$ cat config.mk
export PLATFORM = sky130hd
export DESIGN_NAME = alu_muldiv_unit
export DESIGN_NICKNAME = d
export VERILOG_FILES = /design/src/rtl/alu_muldiv_unit.sv
export SDC_FILE = /design/constraint.sdc
export NUM_CORES = 1
export LEC_CHECK = 0
export CAP_MARGIN = 25
export CORE_MARGIN = 2
export CORE_UTILIZATION = 40
export DETAILED_ROUTE_END_ITERATION = 10
export RECOVER_POWER = 100
export SETUP_SLACK_MARGIN = 0.15
export SYNTH_ARGS = -nofsm -noshare
export SYNTH_HDL_FRONTEND = slang
export SYNTH_SLANG_ARGS = --single-unit
$ cat constraint.sdc
create_clock -name clk -period 9.85 [get_ports clk]
set_input_delay 2.955 -clock clk [delete_from_list [all_inputs] [get_ports clk]]
set_output_delay 2.955 -clock clk [all_outputs]
set_load 0.02 [all_outputs]
$ cat src/rtl/alu_muldiv_unit.sv
// alu_muldiv_unit: EX-stage ALU with iterative signed/unsigned mul/div into HI/LO
module alu_muldiv_unit #(
  parameter int WIDTH = 32,
  parameter int SHAMT_W = 5,
  parameter int CNT_W = 6
) (
  input  logic               clk,
  input  logic               rst_n,
  input  logic               in_valid,
  input  logic [1:0]         aluopcode,
  input  logic [5:0]         func,
  input  logic [SHAMT_W-1:0] shamt,
  input  logic [WIDTH-1:0]   a,
  input  logic [WIDTH-1:0]   b,
  output logic [WIDTH-1:0]   result,
  output logic               zero,
  output logic               illegal,
  output logic               stall,
  output logic               busy,
  output logic [WIDTH-1:0]   hi,
  output logic [WIDTH-1:0]   lo
);
  typedef enum logic {IDLE, RUN} state_t;
  state_t state, state_nx;
  logic rtype, md_f, mf_f, start, last, sa, sb, is_div, neg_q, neg_r, dz, bad;
  logic [CNT_W-1:0] cnt;
  logic [WIDTH-1:0] m, abs_a, abs_b, q_fix, r_fix;
  logic [2*WIDTH-1:0] p, p_nx, prod_fix;
  logic [WIDTH:0] acc, r_sh, diff;
  assign rtype = aluopcode == 2'b10;
  assign md_f = rtype & (func[5:2] == 4'b0110);
  assign mf_f = rtype & (func == 6'b010000 | func == 6'b010010);
  assign busy = state == RUN;
  assign start = in_valid & md_f & ~busy;
  assign stall = in_valid & busy & (md_f | mf_f);
  assign last = cnt == '0;
  assign sa = ~func[0] & a[WIDTH-1];
  assign sb = ~func[0] & b[WIDTH-1];
  assign abs_a = sa ? -a : a;
  assign abs_b = sb ? -b : b;
  assign acc = {1'b0, p[2*WIDTH-1:WIDTH]} + (p[0] ? {1'b0, m} : '0);
  assign r_sh = p[2*WIDTH-1:WIDTH-1];
  assign diff = r_sh - {1'b0, m};
  assign p_nx = !is_div ? {acc, p[WIDTH-1:1]} :
                diff[WIDTH] ? {p[2*WIDTH-2:0], 1'b0} : {diff[WIDTH-1:0], p[WIDTH-2:0], 1'b1};
  assign prod_fix = neg_q ? -p_nx : p_nx;
  assign q_fix = dz ? '1 : neg_q ? -p_nx[WIDTH-1:0] : p_nx[WIDTH-1:0];
  assign r_fix = neg_r ? -p_nx[2*WIDTH-1:WIDTH] : p_nx[2*WIDTH-1:WIDTH];
  // mul/div sequencer state register
  always_ff @(posedge clk or negedge rst_n)
    if (!rst_n) state <= IDLE;
    else state <= state_nx;
  // accept in IDLE, return to IDLE after the final iteration
  always_comb begin
    state_nx = start ? RUN : (busy & last) ? IDLE : state;
  end
  // operand latch, one shift-add / restoring-subtract step per cycle, HI/LO writeback
  always_ff @(posedge clk or negedge rst_n)
    if (!rst_n) begin
      p <= '0;
      m <= '0;
      cnt <= '0;
      is_div <= 1'b0;
      neg_q <= 1'b0;
      neg_r <= 1'b0;
      dz <= 1'b0;
      hi <= '0;
      lo <= '0;
    end else if (start) begin
      p <= {{WIDTH{1'b0}}, abs_a};
      m <= abs_b;
      cnt <= CNT_W'(WIDTH-1);
      is_div <= func[1];
      neg_q <= sa ^ sb;
      neg_r <= sa;
      dz <= func[1] & (b == '0);
    end else if (busy) begin
      p <= p_nx;
      cnt <= cnt - CNT_W'(1);
      if (last) begin
        hi <= is_div ? r_fix : prod_fix[2*WIDTH-1:WIDTH];
        lo <= is_div ? q_fix : prod_fix[WIDTH-1:0];
      end
    end
  // single-cycle result and decode of illegal encodings
  always_comb begin
    result = '0;
    bad = 1'b0;
    if (aluopcode == 2'b00) result = a + b;
    else if (aluopcode == 2'b01) result = a - b;
    else if (aluopcode == 2'b11) bad = 1'b1;
    else
      case (func)
        6'b100000, 6'b100001: result = a + b;
        6'b100010, 6'b100011: result = a - b;
        6'b100100: result = a & b;
        6'b100101: result = a | b;
        6'b100110: result = a ^ b;
        6'b100111: result = ~(a | b);
        6'b101010: result = {{(WIDTH-1){1'b0}}, $signed(a) < $signed(b)};
        6'b101011: result = {{(WIDTH-1){1'b0}}, a < b};
        6'b000000: result = b << shamt;
        6'b000010: result = b >> shamt;
        6'b000011: result = WIDTH'($signed(b) >>> shamt);
        6'b010000: result = hi;
        6'b010010: result = lo;
        6'b011000, 6'b011001, 6'b011010, 6'b011011: result = '0;
        default: bad = 1'b1;
      endcase
  end
  assign illegal = in_valid & bad;
  assign zero = result == '0;
endmodule

# ---- Word level (Yosys, flattened, before mapping)
# Cells that the tools add are included.
dict set report totals {
  inputBits 80
  output_inout_bits 100
  latch_bits 0
  romBits 0
  reg_bits 171
  ramBits 0
  mem_count 0
  wordCells 104
}
dict set report classes {
  mux 25
  n_lt_le_gt_ge 2
  mul 0
  div 0
  reduce_logical 11
  bitwise 21
  add_sub_neg 10
  eq_ne 22
  shifts 3
}
# operator count
set ops {}
lappend ops {{32-bit one-hot mux with 13 select lines} 1}
lappend ops {{32-bit 2-to-1 mux} 11}
lappend ops {{64-bit 2-to-1 mux} 5}
lappend ops {{32-bit negation} 4}
lappend ops {{32-bit zero test} 2}
lappend ops {{32-bit < comparator} 2}
lappend ops {{64-bit negation} 1}
lappend ops {{6-bit equality test (second input constant)} 10}
lappend ops {{6-bit by 5-bit equality test with 1-bit output (second input constant)} 6}
lappend ops {{32-bit by 32-bit adder with 33-bit output} 1}
lappend ops {{33-bit by 32-bit subtractor with 33-bit output} 1}
lappend ops {{32-bit adder} 1}
lappend ops {{32-bit bitwise AND} 1}
lappend ops {{32-bit inverter} 1}
lappend ops {{32-bit OR} 1}
lappend ops {{32-bit by 5-bit left shift with 32-bit output} 1}
lappend ops {{32-bit by 5-bit right shift with 32-bit output} 1}
lappend ops {{32-bit by 5-bit >>> shifter with 32-bit output} 1}
lappend ops {{32-bit subtractor} 1}
lappend ops {{32-bit XOR} 1}
lappend ops {{19-bit OR reduction} 1}
lappend ops {{6-bit by 2-bit equality test with 1-bit output (second input constant)} 2}
lappend ops {{6-bit zero test} 2}
lappend ops {{6-bit 2-to-1 mux} 2}
lappend ops {{other kinds (13)} 34}

# ---- Longest topological paths before layout
dict set report depth {
  word_depth 7
  ltp_mapped 25
  mapped_depth_nobuf 23
}

# ---- Worst setup path after synthesis
# Ideal clock, no wire load.
dict set report synth_path {
  path_type {input -> output}
  startpoint {input port b[5]}
  endpoint {output port zero}
  required_ns 6.895
  path_slack_ns -0.338
  cell_stages 16
  n_path_buf 2
  arrival_ns 7.233
  cell_sequence {clkbuf_1 inv_1 ha_1 clkbuf_1 and3_1 a221oi_1 o21ai_1 a21oi_1 o21ai_1 a21o_1 a211o_1 a221oi_1 o21ai_0 or3_1 or4_1 nor4_1}
}
dict set report synth_between {
  word_cells_on_any_way 16
  cone_classes {add/sub: 2; order compare: 2; shift: 3; mux: 4; bitwise: 4; reduce/logical: 1}
}
# item line_no
set synth_lines {}
lappend synth_lines {{start, declared} 14} ;# input logic [WIDTH-1:0] b,
lappend synth_lines {{32-bit subtractor, or another cell as far along} {90, 95}}
lappend synth_lines {{32-bit one-hot mux with 13 select lines} 93} ;# case (func)
lappend synth_lines {{32-bit 2-to-1 mux} 91} ;# else if (aluopcode == 2'b11) bad = 1'b1;
lappend synth_lines {{32-bit 2-to-1 mux} 90} ;# else if (aluopcode == 2'b01) result = a - b;
lappend synth_lines {{32-bit 2-to-1 mux (*)} 89} ;# if (aluopcode == 2'b00) result = a + b;
lappend synth_lines {{net result[29]} 15} ;# output logic [WIDTH-1:0] result,
lappend synth_lines {{32-bit zero test (*)} 112} ;# assign zero = result == '0;
lappend synth_lines {{end, declared} 16} ;# output logic zero,
# The timed path passes the listed nets; every way through them passes the cells marked *.

# ---- Worst setup path after layout
dict set report layout_path {
  startpoint {input port b[7]}
  endpoint {output port zero}
}
dict set report layout_between {
  elab_chain_len 7
  word_cells_on_any_way 16
  cone_classes {add/sub: 2; order compare: 2; shift: 3; mux: 4; bitwise: 4; reduce/logical: 1}
}
# item line_no
set layout_rtl {}
lappend layout_rtl {{branches (longest 5 deep; another with 32-bit subtractor)} -}
lappend layout_rtl {{32-bit 2-to-1 mux (*)} 89}
lappend layout_rtl {{32-bit zero test (*)} 112}
# Mark *: on every way between the ends.

==> flow_summary.yaml <==
floorplanning:
  core_mm2: 0.0643
  fp.dieH_um: 259
  fp-row-count: 93
  dieWidth_um: 259
  ios: 180
  start_util_pct: 40.3
  dieArea_mm2: 0.0669
logic_synthesis:
  synthesis.nets: 3741
  synth-seq-cells: 171
  ys_seq_area_share_pct: 16.5
  syn_area_mm2: 0.0260
  yosys_warnings: 0
  synth.top_cell.area_share_pct: 16.5
  ys_types: 111
  synth-main-ff-cell: "dfrtp_1"
  synth_cells: 3491
  synth_top_area_cell: "dfrtp_1"
  avgSynthCellArea_um2: 7.44
  synth_edf_count: 0
  ys_top_cells_by_area: "dfrtp_1 (16%), ha_1 (8.0%), mux4_2 (6.6%), o21ai_0 (6.0%), nand2_1 (5.8%)"
  async_flop_share_pct: 100
routing:
  wl_per_cell_um: 28.1
  drt-initial-drc-count: 4512
  drt-total-wl_um: 143000
  route.vias.total: 32400
  drc: 0
  routed_via_density: 6.36
  postRouteAntennaNets: 0
  first_pass_iters: 6
global_route:
  antenna_found_initial: 6
  grt_pass1_wl_um: 202000
  grt_pass1_vias: 29300
  grt_start_max_net_pins: 110
  track_usage_pct: 40.8
  overflow: 0
sta:
  whs_ns: 0.506
  finalSetupTns_ns: -0.0163
  drv_slew: 233
  rsz0062_at_grt: "true"
  fin_crit_ns: 9.87
  skew_ns: 0.0248
  setup_slack_ns: -0.0163
  finalCritPeriodShare_pct: 100
  slew_headroom_pct: -132
  fmax_mhz: 101
  worstMarginPinSlew_ns: 3.48
  setup_viol: 1
  hold_viol: 0
outcome:
  outcome: "complete, but fails checks"
  violations: "capacitance limit, slew limit, setup timing"
final_layout:
  finish.instance_area_mm2: 0.0357
  nets: 4461
  fin_util_pct: 55.5
  fin_cells: 5084
  drive_above_1_share_pct: 27.6
  syn_to_final_growth_pct: 37.6
clock_network:
  cts_max_level: 4
  path_clk_slew_ns: 0.08
  cts.sinks: 171
  clock-root-buffer: "clkbuf_16"
  clockBufferDepth: 2
  worstSkewPairLatency_ns: 0.49
  cts_tree: "built"
  numCtsBuffers: 17
worst_setup_path:
  required_ns: 6.90
  reg2reg_to: "hi[31]$_DFFE_PN0P_"
  crit_arrival_ns: 6.91
  timing.rr.start: "m[10]$_DFFE_PN0P_"
  rrSetupSlack_ns: 1.25
  reg2regPathDepth: 15
  crit_path_max_fanout: 12
  end_kind: "output pin"
  cp-start-kind: "input pin"
  path_class: "in -> out"
pwr:
  ir_worst_vdd_uv: 152
  finalPower_mw: 6.96
  p_int_mw: 3.15
  p_clk_share_pct: 10.3
  leakage_nw: 15.9
  power.density_mw_per_mm2: 195
  p_comb_share_pct: 72.8
  switching_share_pct: 54.7
  seqPwrFrac_pct: 16.9
  p_sw_mw: 3.81
placement:
  dp.cells: 4972
  hpwl_um: 117000
  port_buffers: 179
  placed_area_mm2: 0.0335
  place.gp.congestion: 1.05
  place_ws_ns: -1.06
hold_path:
  hold_path_class: "reg -> reg"
  min_to: "dz$_DFFE_PN0P_"
  min_delay_path_depth: 2
  min_from: "dz$_DFFE_PN0P_"
job:
  drv_cap: 7
## final cells by class
type                       count  area (um2)
tap                          855        1070
inverter                     179         678
sequential                   171        4280
multi-input combinational   2881       20900
fill                        6264       28600
timing repair buffer         961        8130
clock inverter                15         193
antenna                        5        12.5
clock buffer                  17         425
## what timing repair did
action,CTS,global route
resized for setup,200,215
hold endpoints to repair,0,0
setup endpoints to repair,21,16
cloned,0,4
hold buffers,0,0
pin swaps,49,66
setup buffers,19,50
## metal layers
layer / routed length [um] / share of wire [%] / vias up / track usage [%]
li1: - / - / 14400 / -
met1: 61500 / 43 / 15600 / 59.5
met2: 57100 / 40 / 2041 / 58.0
met3: 17400 / 12 / 274 / 9.74
met4: 6650 / 4.7 / 6 / 15.1
met5: 40 / 0.028 / - / 0
## synth_stat cells (19+ instances only)
master	instances
and3_1	29
nor4_1	37
a22oi_1	26
a21o_1	48
inv_1	176
buf_2	30
and2_1	48
buf_1	25
mux4_2	76
nand2b_1	29
nand3_1	68
clkbuf_1	193
ha_1	166
a211oi_1	47
o211ai_1	30
mux2i_1	71
nand4_1	53
nor2_1	292
a31oi_1	56
a211o_1	19
nand2_1	400
or3_1	34
a222oi_1	22
o22a_1	38
o21a_1	23
nor3_1	85
o21ai_0	313
mux2_2	29
xor2_1	44
a21oi_1	262
o31ai_1	38
nor2b_1	22
dfrtp_1	171
xnor2_1	125
## placed cells by master, fill, tap and decap left out, types with 25 or more instances in the layout
cell type / Yosys / layout
nand4_1: 53 / 53
ha_1: 166 / 139
nor4_1: 37 / 30
nand2b_1: 29 / 27
xor2_1: 44 / 44
o31ai_1: 38 / 35
dfrtp_1: 171 / 170
a31oi_1: 56 / 53
mux2_2: 29 / 28
o22a_1: 38 / 37
buf_4: 5 / 686
a211oi_1: 47 / 41
and2_1: 48 / 46
inv_1: 176 / 150
xnor2_1: 125 / 124
buf_12: 0 / 33
a21oi_1: 262 / 241
and3_1: 29 / 27
a22oi_1: 26 / 25
o21ai_0: 313 / 292
nand2_1: 400 / 398
o211ai_1: 30 / 30
nor3_1: 85 / 81
inv_2: 1 / 25
mux2i_1: 71 / 67
or3_1: 34 / 29
dlygate4sd3_1: 0 / 84
buf_6: 7 / 39
nor2_1: 292 / 288
clkdlybuf4s50_1: 0 / 27
mux4_2: 76 / 76
nand3_1: 68 / 63
o21ai_1: 15 / 27
a21o_1: 48 / 48
## how the worst max path moves through the flow
| stage | slack, ns | endpoint | cells after the start | start |
|---|---|---|---|---|
| 2_1_floorplan | 0.16 | zero | 12 | shamt[0] |
| 3_3_place_gp | -1.02 | zero | 19 | a[0] |
| 3_5_place_dp | -1.06 | zero | 19 | a[0] |
| 4_1_cts | -0.10 | zero | 19 | a[0] |
| 5_1_grt | -0.05 | zero | 15 | b[7] |
| 6_report | -0.02 | zero | 15 | b[7] |
## power by group through the flow
stage          combinational, mW  clock (mW)  sequential (mW)
3_5_place_dp                4.84           0             1.18
4_1_cts                     4.91       0.728             1.16
2_1_floorplan               3.22           0             1.05
6_report                    5.07       0.717             1.17
3_3_place_gp                4.82           0             1.17
5_1_grt                     5.41       0.751             1.19
## registers in the layout, summed over array words and instances, names as in the netlist, 6 cells and up
name  count
m        32
hi       32
cnt       6
lo       32
p        64
## worst max-delay path, stage by stage
cell and delay [ns]:
dlygate4sd2_1 0.26, buf_6 0.16, mux4_2 0.50, mux2i_1 0.24, nor2_1 0.06, nor3_1 0.25, a211oi_1 0.10, o41ai_1 0.35
a22oi_1 0.18, or4_4 0.46, nor4_2 0.26, and4b_1 0.30, nand4b_1 0.20, nor4_4 0.41, buf_4 0.21
## kinds of logic (layout without fill, tap and decap cells)
family          Yosys count  after routing  share of synthesized area (%)
buf+inv                 439           1172                           6.77
other cells               0              5                              0
compound gates         1187           1187                           30.4
fa+ha+maj               170            170                           8.31
mux                     176            176                           10.6
simple gates           1179           1179                           21.7
flops                   171            171                           16.5
xor+xnor                169            169                           5.70
No activity file was read; power rests on OpenSTA's default activity.
